[src/rtl/pipelined_subtractor.sv]
// Pipelined a - b - bin built from one 4-bit carry-lookahead slice per stage.
// A single global advance signal stalls the whole pipe when the output is blocked.
module pipelined_subtractor #(
    parameter int WIDTH = 16
) (
    input  logic             clk,
    input  logic             rst,
    input  logic             in_valid,
    output logic             in_ready,
    input  logic [WIDTH-1:0] a,
    input  logic [WIDTH-1:0] b,
    input  logic             bin,
    output logic             out_valid,
    input  logic             out_ready,
    output logic [WIDTH-1:0] diff,
    output logic             bout,
    output logic             ovf
);

    localparam int STAGES = WIDTH / 4;

    logic             advance;

    logic             v_q   [STAGES];
    logic             c_q   [STAGES];
    logic [WIDTH-1:0] r_q   [STAGES];
    logic             ovf_q;

    // Inputs seen by each stage's slice; element 0 comes from the ports.
    logic [WIDTH-1:0] op_a  [STAGES];
    logic [WIDTH-1:0] op_nb [STAGES];
    logic             cin   [STAGES];
    logic             vin   [STAGES];
    logic [WIDTH-1:0] rin   [STAGES];

    assign advance  = out_ready | ~out_valid;
    assign in_ready = advance;

    assign op_a[0]  = a;
    assign op_nb[0] = ~b;
    assign cin[0]   = ~bin;
    assign vin[0]   = in_valid;
    assign rin[0]   = '0;

    for (genvar k = 0; k < STAGES; k++) begin : g_stage
        logic [3:0] p;
        logic [3:0] g;
        logic [3:0] s;
        logic [4:0] c;

        assign p = op_a[k][3:0] ^ op_nb[k][3:0];
        assign g = op_a[k][3:0] & op_nb[k][3:0];

        assign c[0] = cin[k];
        assign c[1] = g[0] | (p[0] & c[0]);
        assign c[2] = g[1] | (p[1] & g[0]) | (p[1] & p[0] & c[0]);
        assign c[3] = g[2] | (p[2] & g[1]) | (p[2] & p[1] & g[0])
                    | (p[2] & p[1] & p[0] & c[0]);
        assign c[4] = g[3] | (p[3] & g[2]) | (p[3] & p[2] & g[1])
                    | (p[3] & p[2] & p[1] & g[0]) | (&p & c[0]);

        assign s = p ^ c[3:0];

        // Carry resets to 1 so that the exposed borrow (its inverse) reads 0.
        always_ff @(posedge clk) begin
            if (rst) begin
                v_q[k] <= 1'b0;
                c_q[k] <= 1'b1;
                r_q[k] <= '0;
            end else if (advance) begin
                v_q[k] <= vin[k];
                c_q[k] <= c[4];
                r_q[k] <= rin[k] | (WIDTH'(s) << (4 * k));
            end
        end

        if (k < STAGES - 1) begin : g_fwd
            logic [WIDTH-1:0] a_q;
            logic [WIDTH-1:0] nb_q;

            // Operands shift down a nibble so the next slice always reads bits [3:0].
            always_ff @(posedge clk) begin
                if (rst) begin
                    a_q  <= '0;
                    nb_q <= '0;
                end else if (advance) begin
                    a_q  <= op_a[k] >> 4;
                    nb_q <= op_nb[k] >> 4;
                end
            end

            assign op_a[k+1]  = a_q;
            assign op_nb[k+1] = nb_q;
            assign cin[k+1]   = c_q[k];
            assign vin[k+1]   = v_q[k];
            assign rin[k+1]   = r_q[k];
        end else begin : g_last
            // Signed overflow is the carry into the MSB differing from the carry out.
            always_ff @(posedge clk) begin
                if (rst) begin
                    ovf_q <= 1'b0;
                end else if (advance) begin
                    ovf_q <= c[3] ^ c[4];
                end
            end
        end
    end

    assign out_valid = v_q[STAGES-1];
    assign diff      = r_q[STAGES-1];
    assign bout      = ~c_q[STAGES-1];
    assign ovf       = ovf_q;

endmodule

[config.mk]
export PLATFORM = sky130hd
export DESIGN_NAME = pipelined_subtractor
export DESIGN_NICKNAME = d
export VERILOG_FILES = /design/src/rtl/pipelined_subtractor.sv
export SDC_FILE = /design/constraint.sdc
export NUM_CORES = 1
export LEC_CHECK = 0
export ABC_AREA = 1
export CORE_MARGIN = 2
export CORE_UTILIZATION = 45
export DETAILED_ROUTE_END_ITERATION = 10
export PLACE_DENSITY = 0.68
export SLEW_MARGIN = 20
export SYNTH_ARGS = -nofsm -noshare
export SYNTH_HDL_FRONTEND = slang
export SYNTH_SLANG_ARGS = --single-unit
[constraint.sdc]
create_clock -name clk -period 1.9 [get_ports clk]
set_input_delay 0.38 -clock clk [delete_from_list [all_inputs] [get_ports clk]]
set_output_delay 0.38 -clock clk [all_outputs]
set_load 0.03 [all_outputs]
== Word level (Yosys, flattened, before mapping) ==
Memory sizes are Yosys's and may differ from the RTL's.
Cells that the tools add are included.
W data, S select, Z words.

* Add/sub/neg operators: 0
* Multipliers: 0
* Divide/modulo/power cells: 0
* $lt $le $gt $ge: 0
* Eq/ne operators: 0
* Shift-type cells: 0
* Mux-type cells: 17
* Bitwise operators: 133
* Reductions and logical operators: 4

{| class="wikitable"
|+ Operators by type and width
! operator !! number
|-
| $mux W16 || 4
|-
| $and A1 B1 Y1 || 60
|-
| $or A1 B1 Y1 || 53
|-
| $xor A4 B4 Y4 || 8
|-
| $and A4 B4 Y4 || 4
|-
| $not A16 Y16 || 1
|-
| $or A16 B12 Y16 || 1
|-
| $or A16 B16 Y16 || 1
|-
| $or A16 B8 Y16 || 1
|-
| $reduce_and A4 Y1 || 4
|-
| $mux W1 || 13
|-
| $not A1 Y1 || 3
|-
| $xor A1 B1 Y1 || 1
|}

* Register bits after elaboration: 49
* Latch bits: 0
* Memory bits (writable): 72
* ROM bits: 0
* Bits of input ports: 37
* Word-level logic and storage cells: 164
* Memories: 3

{| class="wikitable"
|+ Memory list
! memory !! depth !! bits a word !! rd ports !! clocked after memory_dff !! write ports !! line !! RTL
|-
| r_q || 4 || 16 || 4 || 0 || 4 || 26 || <nowiki>logic [WIDTH-1:0] r_q [STAGES];</nowiki>
|-
| c_q || 4 || 1 || 4 || 0 || 4 || 25 || <nowiki>logic c_q [STAGES];</nowiki>
|-
| v_q || 4 || 1 || 4 || 0 || 4 || 24 || <nowiki>logic v_q [STAGES];</nowiki>
|}

== Logic depth before layout (Yosys ltp) ==
Gate-level depths: netlist of the first run.

* Depth in word-level cells: 8
* Gate-level depth with buffers: 9

== Worst setup path before layout of the first run ==
Ideal clock, no wire load.

* Path kind: reg-to-reg
* From: mem v_q[3]
* To: mem c_q[0], enable pin
* Library setup time: 354 ps
* Arrival time: 1418 ps
* Data required time: 1546 ps
* Slack: 129 ps
* Cell stages (with the launch flop): 7
* Path buffers: 1
* Period minus slack after synthesis: 1771 ps
* Path through: edfxtp_1 -> inv_1 -> nor2_4 -> inv_2 -> nor2_8 -> inv_2 -> buf_6

{| class="wikitable"
|+ RTL lines
! what !! line
|-
| start: declaration || 24
|-
| end: declaration || 25
|}

==> results.py, run 1 <==
metrics = {
    "status": {
        "status": "finished, final reports clean",
    },
    "timing": {
        "finalMaxSlewViolations": 0,
        "final-hold-violation-count": 0,
        "fin_crit_sh": 0.961,
        "final.min_clock_period_ns": 1.83,
        "worst_pin_slew_ns": 0.356,
        "rsz0062_at_grt": "no",
        "clock_skew_ns": 0.00995,
        "slew_headroom": 0.762,
        "fmax_mhz": 548,
        "setup-violations-final": 0,
    },
    "cts": {
        "cts_made_buffers": 9,
        "cts.sink_count": 97,
        "cts_root_buf": "clkbuf_8",
        "clkTransAtPathRegs_ns": 0.10,
        "holdBufCountCts": 0,
        "htree_num_levels": 3,
        "cts_resized": 0,
        "clk_latency_ns": 0.36,
        "cts_tree": "done",
        "cts_buffer_depth": 2,
        "postCtsSetupRepairBufs": 0,
    },
    "power_and_ir_drop": {
        "peakVddDrop_v": 0.000404,
        "p_leak_nw": 2.16,
        "p_per_area_nw_per_um2": 813,
    },
    "placement": {
        "port_buffers": 56,
        "placed_cell_area_um2": 4980,
        "gp_congestion": 0.826,
        "hpwl_mm": 5.05,
        "place_inst": 578,
    },
    "global_route": {
        "grt_usage": 0.150,
        "grt_pass1_vias": 2678,
        "grt_max_degree": 27,
        "antenna_found_initial": 0,
        "grt_pass1_wl_mm": 12.0,
        "grt_overflow": 0,
    },
    "die": {
        "ios": 57,
        "fp.dieArea_um2": 10100,
        "die_w_um": 100,
        "std_cell_rows": 35,
        "start_util": 0.459,
        "core_area_um2": 9110,
        "die_h_um": 100,
    },
    "critical_path": {
        "critPathCapture": "bout",
        "timing.rr.start": "g_stage[0].g_fwd.a_q[2]",
        "r2r_cells": 6,
        "critPathSlowestCell": "clkdlybuf4s50_1",
        "crit_start": "c_q[3]",
        "arrival_ns": 1.45,
        "crit_buf_inv": 2,
        "critPathMaxStageDelay_ns": 0.66,
        "cp_max_fo": 1,
        "r2r_setup_slack_ns": 0.31,
        "worst_setup_path_start_kind": "flop",
        "rr_endpoint": "c_q[1]",
        "cp_top_family": "buffers and inverters",
        "end_kind": "primary output",
        "worstSetupPathType": "reg -> out",
        "worstPathRequired_ns": 1.52,
        "cp.depth": 2,
        "worstPathCellList": "inv_1 -> clkdlybuf4s50_1",
    },
    "logic_synthesis": {
        "synth_seq_cells": 97,
        "syn_avg_cell_area_um2": 10.2,
        "synth_area_um2": 4180,
        "synth.top_cell.area_share": 0.338,
        "synth_top_area_cell": "edfxtp_1",
        "yosysSeqAreaShare": 0.577,
        "syn-num-nets": 466,
        "ys_warn_count": 0,
        "syn-instance-count": 409,
        "synth_area_leaders": "edfxtp_1 (34%), dfxtp_1 (24%), inv_1 (6.6%)",
        "ys_types": 26,
    },
    "routing": {
        "drc_errors": 0,
        "drtIter0Drc": 120,
        "drt_pass1_iterations": 4,
        "wl_per_cell_um": 11.8,
        "vias_per_cell": 4.81,
        "wl_mm": 7.01,
        "antenna_left": 0,
        "num_vias": 2856,
    },
    "finish": {
        "areaGrowthSynthToFinish_pct": 23.6,
        "instances_no_fill": 594,
        "diodes": 0,
        "final_area_um2": 5170,
        "final_common_cell": "inv_1",
        "layout_common_cells": "inv_1 (74), clkdlybuf4s50_1 (55), nand2_1 (50), dfxtp_1 (50), nor2_1 (49)",
        "final_util": 0.568,
        "drive_gt1_frac": 0.126,
        "nets": 535,
    },
    "worst_hold_path": {
        "hold_path_class": "reg -> reg",
    },
    "job": {
        "cap_violations": 0,
    },
}
[layout make-up]
type | count | area, um2
clock buffer | 9 | 124
sequential | 97 | 2410
inverter | 77 | 292
tap | 111 | 139
fill | 794 | 3940
multi-input combinational | 220 | 1370
clock inverter | 7 | 61.3
timing repair buffer | 73 | 773
[metrics by stage]
step / TNS [ns] / hold WS (ns) / setup WS, ns / power [W]
after global placement: -0.218 / 0.445 / -0.183 / 0.00298
after floorplan: 0 / 0.432 / 0.129 / 0.00276
after detailed placement: -0.349 / 0.445 / -0.236 / 0.00299
after CTS: 0 / 0.460 / 0.0483 / 0.00424
after global routing: 0 / 0.485 / 0.00173 / 0.00440
final: 0 / 0.459 / 0.0738 / 0.00420
[worst register-to-register path, delay by kind of cell, from the launching register on]
kind                       cells  cell delay (ns)
adders and majority gates      1             0.34
DFF                            1             0.33
and+or+nand+nor                4             0.52
AOI/OAI and AO/OA              1             0.15
[report_power, final]
group / total [W] / leakage, nW / internal (W) / switching, W
clock network: 0.00126 / 0.0888 / 0.000501 / 0.000760
logic: 0.000553 / 1.11 / 0.000269 / 0.000284
registers: 0.00239 / 0.968 / 0.00234 / 0.0000511
total: 0.00420 / 2.16 / 0.00311 / 0.00109
[logic make-up (layout without fill, tap and decap cells)]
group | count (synthesis) | after routing | share of synthesized area
flops | 97 | 97 | 0.577
compound gates | 64 | 64 | 0.113
simple gates | 131 | 131 | 0.136
buf+inv | 92 | 166 | 0.0958
xor+xnor | 5 | 5 | 0.0105
fa+ha+maj | 20 | 20 | 0.0670
[cell usage after synthesis]
| master | number |
|---|---|
| a21oi_1 | 13 |
| a22o_1 | 4 |
| and2_0 | 1 |
| buf_2 | 6 |
| buf_4 | 6 |
| buf_6 | 3 |
| dfxtp_1 | 50 |
| edfxtp_1 | 47 |
| fa_1 | 4 |
| ha_1 | 16 |
| inv_1 | 74 |
| inv_2 | 2 |
| inv_4 | 1 |
| nand2_1 | 50 |
| nand3_1 | 20 |
| nand4_1 | 6 |
| nor2_1 | 49 |
| nor2_4 | 2 |
| nor2_8 | 1 |
| o21ai_0 | 7 |
| o21ai_1 | 21 |
| o21ai_2 | 1 |
| o22ai_2 | 18 |
| or2_2 | 2 |
| xnor2_1 | 2 |
| xor2_1 | 3 |
[layer usage]
layer  wire length, um  global-route usage  vias up
met2              3160               0.238       58
met1              3480               0.200     1312
met3               269              0.0313        7
met4                98              0.0643        0
met5                 0                   0        -
li1                  -                   -     1479
[worst min path at each step]
| stage | start | end | slack (ns) | cells after the start |
|---|---|---|---|---|
| finish | g_stage[0].g_fwd.a_q[6] | g_stage[1].g_fwd.a_q[2] | 0.46 | 2 |
| global route | g_stage[0].g_fwd.a_q[6] | g_stage[1].g_fwd.a_q[2] | 0.49 | 2 |
| global placement | g_stage[0].g_fwd.a_q[6] | g_stage[1].g_fwd.a_q[2] | 0.45 | 2 |
| floorplan | g_stage[0].g_fwd.a_q[4] | g_stage[1].g_fwd.a_q[0] | 0.43 | 2 |
| detailed placement | g_stage[0].g_fwd.a_q[5] | g_stage[1].g_fwd.a_q[1] | 0.44 | 2 |
| CTS | g_stage[0].g_fwd.a_q[5] | g_stage[1].g_fwd.a_q[1] | 0.46 | 2 |
[sequential cells by signal, indices dropped and copies added (netlist names)]
register / flops
c_q: 4
r_q: 40
g_stage.g_fwd.nb_q: 24
g_stage.g_fwd.a_q: 24
v_q: 4
ovf: 1
(Power assumes the default switching activity.)
==> run 2: changes to the inputs <==
--- a/config.mk
+++ b/config.mk
@@ -9,6 +9,7 @@
 export CORE_MARGIN = 2
 export CORE_UTILIZATION = 45
 export DETAILED_ROUTE_END_ITERATION = 10
+export HOLD_SLACK_MARGIN = 0.08
 export PLACE_DENSITY = 0.68
 export SLEW_MARGIN = 20
 export SYNTH_ARGS = -nofsm -noshare
==> results of run 2 <==
Final layout, timing and power as in run 1 (identical DEF).
